<file path="config.mk">
export PLATFORM = sky130hd
export DESIGN_NAME = bus_split_unpacker
export DESIGN_NICKNAME = d
export VERILOG_FILES = /design/src/rtl/bus_split_pkg.sv /design/src/rtl/bus_split_lane_mux.sv /design/src/rtl/bus_split_unpacker.sv
export SDC_FILE = /design/constraint.sdc
export NUM_CORES = 1
export LEC_CHECK = 0
export CORE_AREA = 2 2 41 43
export DETAILED_ROUTE_END_ITERATION = 7
export DIE_AREA = 0 0 43 45
export HOLD_SLACK_MARGIN = 0.12
export PLACE_DENSITY = 0.78
export SYNTH_ARGS = -nofsm -noshare
export SYNTH_HDL_FRONTEND = slang
export SYNTH_HIERARCHICAL = 1
export SYNTH_SLANG_ARGS = --single-unit
</file>
<file path="constraint.sdc">
create_clock -name clk -period 3.98 [get_ports clk]
set_input_delay 0.796 -clock clk [delete_from_list [all_inputs] [get_ports clk]]
set_output_delay 0.796 -clock clk [all_outputs]
set_load 0.02 [all_outputs]
</file>
<file path="src/rtl/bus_split_pkg.sv">
// bus_split_pkg: shared state encoding, default geometry and lane-count clamp for the bus split unpacker.
package bus_split_pkg;
  localparam int LANE_W_DEF = 2;
  localparam int LANES_DEF = 4;
  typedef enum logic {IDLE, SHIFT} state_t;
  function automatic int clamp_lanes(input int l, input int n = LANES_DEF);
    return (l == 0 || l > n) ? n : l;
  endfunction
endpackage

</file>
<file path="src/rtl/bus_split_lane_mux.sv">
// bus_split_lane_mux: selects one lane of the held word, zero when idle; optional parity under BUS_SPLIT_PARITY_EN.
module bus_split_lane_mux #(
  parameter int LANE_W = 2,
  parameter int LANES = 4,
  parameter int IDX_W = $clog2(LANES)
) (
  input  logic                    en,
  input  logic [LANES*LANE_W-1:0] word,
  input  logic [IDX_W-1:0]        idx,
`ifdef BUS_SPLIT_PARITY_EN
  output logic [LANE_W-1:0]       data,
  output logic                    par
`else
  output logic [LANE_W-1:0]       data
`endif
);
  assign data = en ? word[idx*LANE_W +: LANE_W] : '0;
`ifdef BUS_SPLIT_PARITY_EN
  assign par = ^data;
`endif
endmodule

</file>
<file path="src/rtl/bus_split_unpacker.sv">
// bus_split_unpacker: re-emits a merged word as LSB-first lane beats over valid/ready; out_par only with BUS_SPLIT_PARITY_EN.
module bus_split_unpacker
  import bus_split_pkg::*;
#(
  parameter int LANE_W = LANE_W_DEF,
  parameter int LANES = LANES_DEF,
  localparam int IDX_W = $clog2(LANES)
) (
  input  logic                    clk,
  input  logic                    reset,
  input  logic                    in_valid,
  output logic                    in_ready,
  input  logic [LANES*LANE_W-1:0] in_data,
  input  logic [IDX_W:0]          in_lanes,
  output logic                    out_valid,
  input  logic                    out_ready,
  output logic [LANE_W-1:0]       out_data,
  output logic [IDX_W-1:0]        out_idx,
`ifdef BUS_SPLIT_PARITY_EN
  output logic                    out_last,
  output logic                    out_par
`else
  output logic                    out_last
`endif
);
  state_t                  state, state_n;
  logic [LANES*LANE_W-1:0] hold, hold_n;
  logic [IDX_W-1:0]        idx, idx_n, last, last_n;
  logic                    accept, fire, done;
  assign out_valid = state == SHIFT;
  assign out_idx = idx;
  assign out_last = out_valid && idx == last;
  assign fire = out_valid && out_ready;
  assign done = fire && out_last;
  // gated by reset so the upstream never sees ready while the word register is being cleared
  assign in_ready = !reset && (state == IDLE || done);
  assign accept = in_valid && in_ready;
  always_comb begin
    state_n = accept ? SHIFT : done ? IDLE : state;
    hold_n = accept ? in_data : hold;
    last_n = accept ? IDX_W'(clamp_lanes(int'(in_lanes), LANES) - 1) : last;
    idx_n = (accept || done) ? '0 : fire ? idx + 1'b1 : idx;
  end
  always_ff @(posedge clk or posedge reset) begin
    if (reset) begin
      state <= IDLE;
      hold <= '0;
      idx <= '0;
      last <= '0;
    end else begin
      state <= state_n;
      hold <= hold_n;
      idx <= idx_n;
      last <= last_n;
    end
  end
  bus_split_lane_mux #(.LANE_W(LANE_W), .LANES(LANES), .IDX_W(IDX_W)) u_mux (
    .en(out_valid),
    .word(hold),
    .idx(idx),
`ifdef BUS_SPLIT_PARITY_EN
    .data(out_data),
    .par(out_par)
`else
    .data(out_data)
`endif
  );
endmodule

</file>
### Word level (Yosys, flattened, before mapping)

Cells that the tools add are included.

* register bits after elaboration: 13
* logic and storage cells: 28
* input port bits: 15
* output and inout bits: 7

* bitwise gates (word level): 1
* $lt $le $gt $ge: 1
* multiplexer cells: 6
* reductions and logical operators: 12
* add/subtract/negate cells: 2
* shift-type cells: 1
* equal/unequal tests: 1

Operators by type and width (number)
* 2-bit two-way mux: 4
* 8-bit by 4-bit variable part select with 2-bit output: 1
* 1-bit logical AND: 5
* 2-bit nonzero test: 2
* 3-bit greater-than comparator (second input constant): 1
* 3-bit logical NOT: 1
* 1-bit logical OR: 3
* 2-bit by 1-bit adder with 2-bit output (second input constant): 1
* 2-bit equality test: 1
* 1-bit two-way mux: 2
* 2-bit by 1-bit subtractor with 2-bit output (second input constant): 1
* 1-bit logical NOT: 1
* 1-bit NOT: 1

### Depth between registers and ports, before layout

* word-level depth: 8
* depth in mapped cells: 5
* depth with buffers taken out: 4

### Hierarchy

Netlist, hierarchy kept.

Modules (own cells, without submodules)
* bus_split_unpacker: cells an instance 47, seq. area each 325.3 µm², area an instance 594.3 µm², times used 1
* bus_split_lane_mux: cells an instance 4, seq. area each 0.0 µm², area an instance 65.1 µm², times used 1

### Worst setup path after synthesis

No wires, ideal clock.

* path kind: register to output
* start point: register idx[0], in the netlist out_idx[0]
* end point: output port out_data[0]
* stages on the path, launching flop included: 3
* slack: 1.829 ns
* arrival: 1.355 ns
* data required time: 3.184 ns
* path buffers: 0
* path through: dfrtp_1 -> mux4_1 -> and2_1

* word-level cells in the longest chain between the ends: 2

Ends and longest elaborated chain
* start: declaration: RTL line bus_split_unpacker.sv:28 `logic [IDX_W-1:0] idx, idx_n, last, last_n;`
* start signal: assignment: RTL line bus_split_unpacker.sv:53 `idx <= idx_n;`
* 8-bit by 4-bit variable part select with 2-bit output: RTL line bus_split_lane_mux.sv:17 `assign data = en ? word[idx*LANE_W +: LANE_W] : '0;`
* 2-bit two-way mux: RTL line bus_split_lane_mux.sv:17
* end: declaration: RTL line bus_split_unpacker.sv:17 `output logic [LANE_W-1:0] out_data,`

Every way passes these cells.

### Worst setup path after layout

* start point: input port out_ready
* end point: output port in_ready

* word-level cells in the longest chain between the ends: 4

Ends and longest elaborated chain
* start: declaration: RTL line bus_split_unpacker.sv:16 `input logic out_ready,`
* 1-bit logical AND: RTL line bus_split_unpacker.sv:33 `assign fire = out_valid && out_ready;`
* 1-bit logical AND: RTL line bus_split_unpacker.sv:34 `assign done = fire && out_last;`
* 1-bit logical OR: RTL line bus_split_unpacker.sv:36 `assign in_ready = !reset && (state == IDLE || done);`
* 1-bit logical AND: RTL line bus_split_unpacker.sv:36
* end: declaration: RTL line bus_split_unpacker.sv:12 `output logic in_ready,`

Every way passes these cells.

==> results.md <==
| Quantity | Value | Unit |
| --- | --- | --- |
| Leak | 0.366 | nW |
| Count of yosys warnings during synthesis | 6 | - |
| Die Span X | 43 | µm |
| Fmax | 337 | MHz |
| Maximum number of buffers from clock root to sink | 2 | - |
| Via count of the first global-routing pass | 486 | - |
| FF-to-FF setup slack | 1.99 | ns |
| Worst max-slew margin expressed relative to the limit | 0.570 | - |
| Cell count after placement | 87 | - |
| Drt total wl | 1250 | µm |
| Portion of the clock cycle consumed by the worst path in the final layout | 0.745 | - |
| Instance count of the mapped netlist | 51 | - |
| Remaining antenna violation count after routing | 0 | - |
| Power Dens Cells | 739 | mW/mm² |
| Wire length of the first global-routing pass | 2200 | µm |
| Min Tclk post-route | 2.97 | ns |
| Cell taking the most area after synthesis | sky130_fd_sc_hd__dfrtp_1 | - |
| Number of nets in the synthesized netlist | 66 | - |
| Number of setup buffers added after CTS | 0 | - |
| Via Count | 486 | - |
| Diode insertion count for antenna repair | 0 | - |
| #FFs+latches synth | 13 | - |
| Number of distinct library cells after synthesis | 22 | - |
| Cell row count | 14 | - |
| Leading cell type in the layout, fill and taps excluded | sky130_fd_sc_hd__clkdlybuf4s50_1 | - |
| Fraction of layout cells with a size suffix above 1 | 0.227 | - |
| Non-filler cells, final | 91 | - |
| Beginning of the worst hold path | hold[0] | - |
| Initial core utilization | 0.448 | - |
| R2R cell count | 4 | - |
| Data required time of the critical path | 3.18 | ns |
| Fraction of post-synthesis cell area in the top cell type by area | 0.493 | - |
| Max-cap check violation count | 0 | - |
| Syn Area/Cell | 12.9 | µm² |
| Endpoint type of the worst setup path | primary output | - |
| Overflow left after global routing | 0 | - |
| Fillcell total | 130 | - |
| Most frequent cells in the layout | sky130_fd_sc_hd__clkdlybuf4s50_1, sky130_fd_sc_hd__dfrtp_1, sky130_fd_sc_hd__mux2_2 | - |
| End point of the most critical hold path | hold[0] | - |
| RR Endpoint | last[0] | - |
| Post-layout net count | 91 | - |
| Setup repair after global routing missed its margin | false | - |
| Cell area after technology mapping | 659 | µm² |
| Status | complete, no violations | - |
| Clk pin slew, worst setup/hold paths | 0.07 | ns |
| Worst R2R Start | out_idx[0] | - |
| Number of endpoints failing setup at the final stage | 0 | - |
| Count of buffers inserted at the top-level ports | 21 | - |
| Global router's overall resource usage | 0.159 | - |
| Post-Route Utilization | 0.615 | - |
| Transition time of the tightest slew-check pin | 0.645 | ns |
| Min-delay worst type | reg2reg | - |
| Area growth from synthesis to layout | 37.2 | % |
| Worst Hold Depth | 1 | - |
| Largest driver fanout on the critical path | 3 | - |
| Quantity of hold-fixing buffers added after cts | 0 | - |
| Data arrival time of the worst path | 2.17 | ns |
| Core Region | 0.00147 | mm² |
| Layout Skew | 0.00653 | ns |
| Number of antenna violations at the first check in global routing | 0 | - |
| H-tree Lvls | 1 | - |
| Area enclosed by the die boundary | 0.00194 | mm² |
| Starting DRC count in detailed routing | 12 | - |
| Router iterations before antenna repair | 4 | - |
| Number of CTS-inserted buffers | 3 | - |
| Pwr Total | 0.669 | mW |
| Total negative setup slack | 0 | ns |
| Largest net degree at the start of global routing | 16 | - |
| DRC viols | 0 | - |
| Seq/Total Area, Yosys | 0.493 | - |
| Final number of max-transition violations | 0 | - |
| Top post-synthesis cells by area | sky130_fd_sc_hd__dfrtp_1, sky130_fd_sc_hd__mux2_2, sky130_fd_sc_hd__mux4_1 | - |
| CTS Sinks | 13 | - |
| Routed wirelength normalized by instance count | 13.8 | µm |
| Type of the setup path with the least slack | in2out | - |
| Final hold violation count | 0 | - |
| Last weighted congestion value of the routability-driven placer | 0.744 | - |
| Height of the die | 45 | µm |
| Top Ports | 22 | - |
| Launching element type of the critical path | input pin | - |
| Peak ir drop on the vdd network | 357 | µV |
| CTS tree | done | - |
| Number of gates resized after cts | 0 | - |
| Vias per cell | 5.34 | - |
| Clock root buffer | sky130_fd_sc_hd__clkbuf_4 | - |
| Clock network latency to the later pin of the worst-skew pair | 0.27 | ns |
==> registers in the layout, summed over array words and instances (netlist names) <==
register	cells
hold	8
out_valid	1
out_idx	2
last	2
==> metal layers <==
layer | track usage | wire length [µm]
met1 | 0.190 | 525
met2 | 0.276 | 650
met3 | 0.0600 | 69
met4 | 0.0364 | 8
met5 | 0 | 0
==> through the flow <==
| stage | setup slack (ns) | hold WS, ns | cell area (µm²) |
|---|---|---|---|
| after floorplan | 1.83 | 0.472 | 659 |
| after global placement | 1.03 | 0.482 | 878 |
| after detailed placement | 1.01 | 0.489 | 878 |
| after CTS | 1.01 | 0.507 | 905 |
| after global routing | 0.961 | 0.521 | 905 |
| final | 1.01 | 0.504 | 905 |
==> synth_stat cells (all sizes together) <==
cell     n
and3     1
xnor2    3
a21oi    4
nand2    3
a22o     1
mux4     2
and2     3
or3      1
mux2i    1
nor3     1
nor2     1
mux2     9
nand3    1
o31ai    1
o211ai   1
o22ai    1
buf      1
inv      2
dfrtp   13
nand2b   1
==> area by class of cell <==
cell class,instances,area [µm²],area share
clock buffers,4,26.3,0.0290
inverters,2,7.51,0.00830
multi-input cells,35,315,0.349
flip-flops and latches,13,325,0.360
well taps,16,20.0,0.0221
repair buffers,21,210,0.232
==> worst max-delay path, cell delays in order <==
cell	delay (ns)
sky130_fd_sc_hd__clkdlybuf4s50_1	0.49
sky130_fd_sc_hd__nand3_2	0.10
sky130_fd_sc_hd__a21oi_1	0.17
sky130_fd_sc_hd__clkdlybuf4s50_1	0.62
==> worst max path at each step <==
stage                from     endpoint  slack, ns  cells past startpoint
2_1_floorplan  out_idx[0]  out_data[0]       1.83                      2
3_3_place_gp    out_ready     in_ready       1.03                      4
3_5_place_dp    out_ready     in_ready       1.01                      4
4_1_cts         out_ready     in_ready       1.01                      4
5_1_grt         out_ready     in_ready       0.96                      4
6_report        out_ready     in_ready       1.01                      4
==> kinds of logic after synthesis <==
| family | Yosys count | synth area share |
|---|---|---|
| muxes | 12 | 0.249 |
| DFF | 13 | 0.493 |
| buffers and inverters | 3 | 0.0285 |
| xor gates and xnor gates | 3 | 0.0399 |
| and+or+nand+nor | 12 | 0.106 |
| AOI/OAI and AO/OA | 8 | 0.0835 |
==> where the power goes <==
group | internal (mW) | switching [mW] | total [mW]
Combinational | 0.197 | 0.140 | 0.337
Clock | 0.0387 | 0.0384 | 0.0771
Sequential | 0.195 | 0.0595 | 0.255
Total | 0.431 | 0.238 | 0.669
Note: power is estimated with default switching activity, not from simulation.
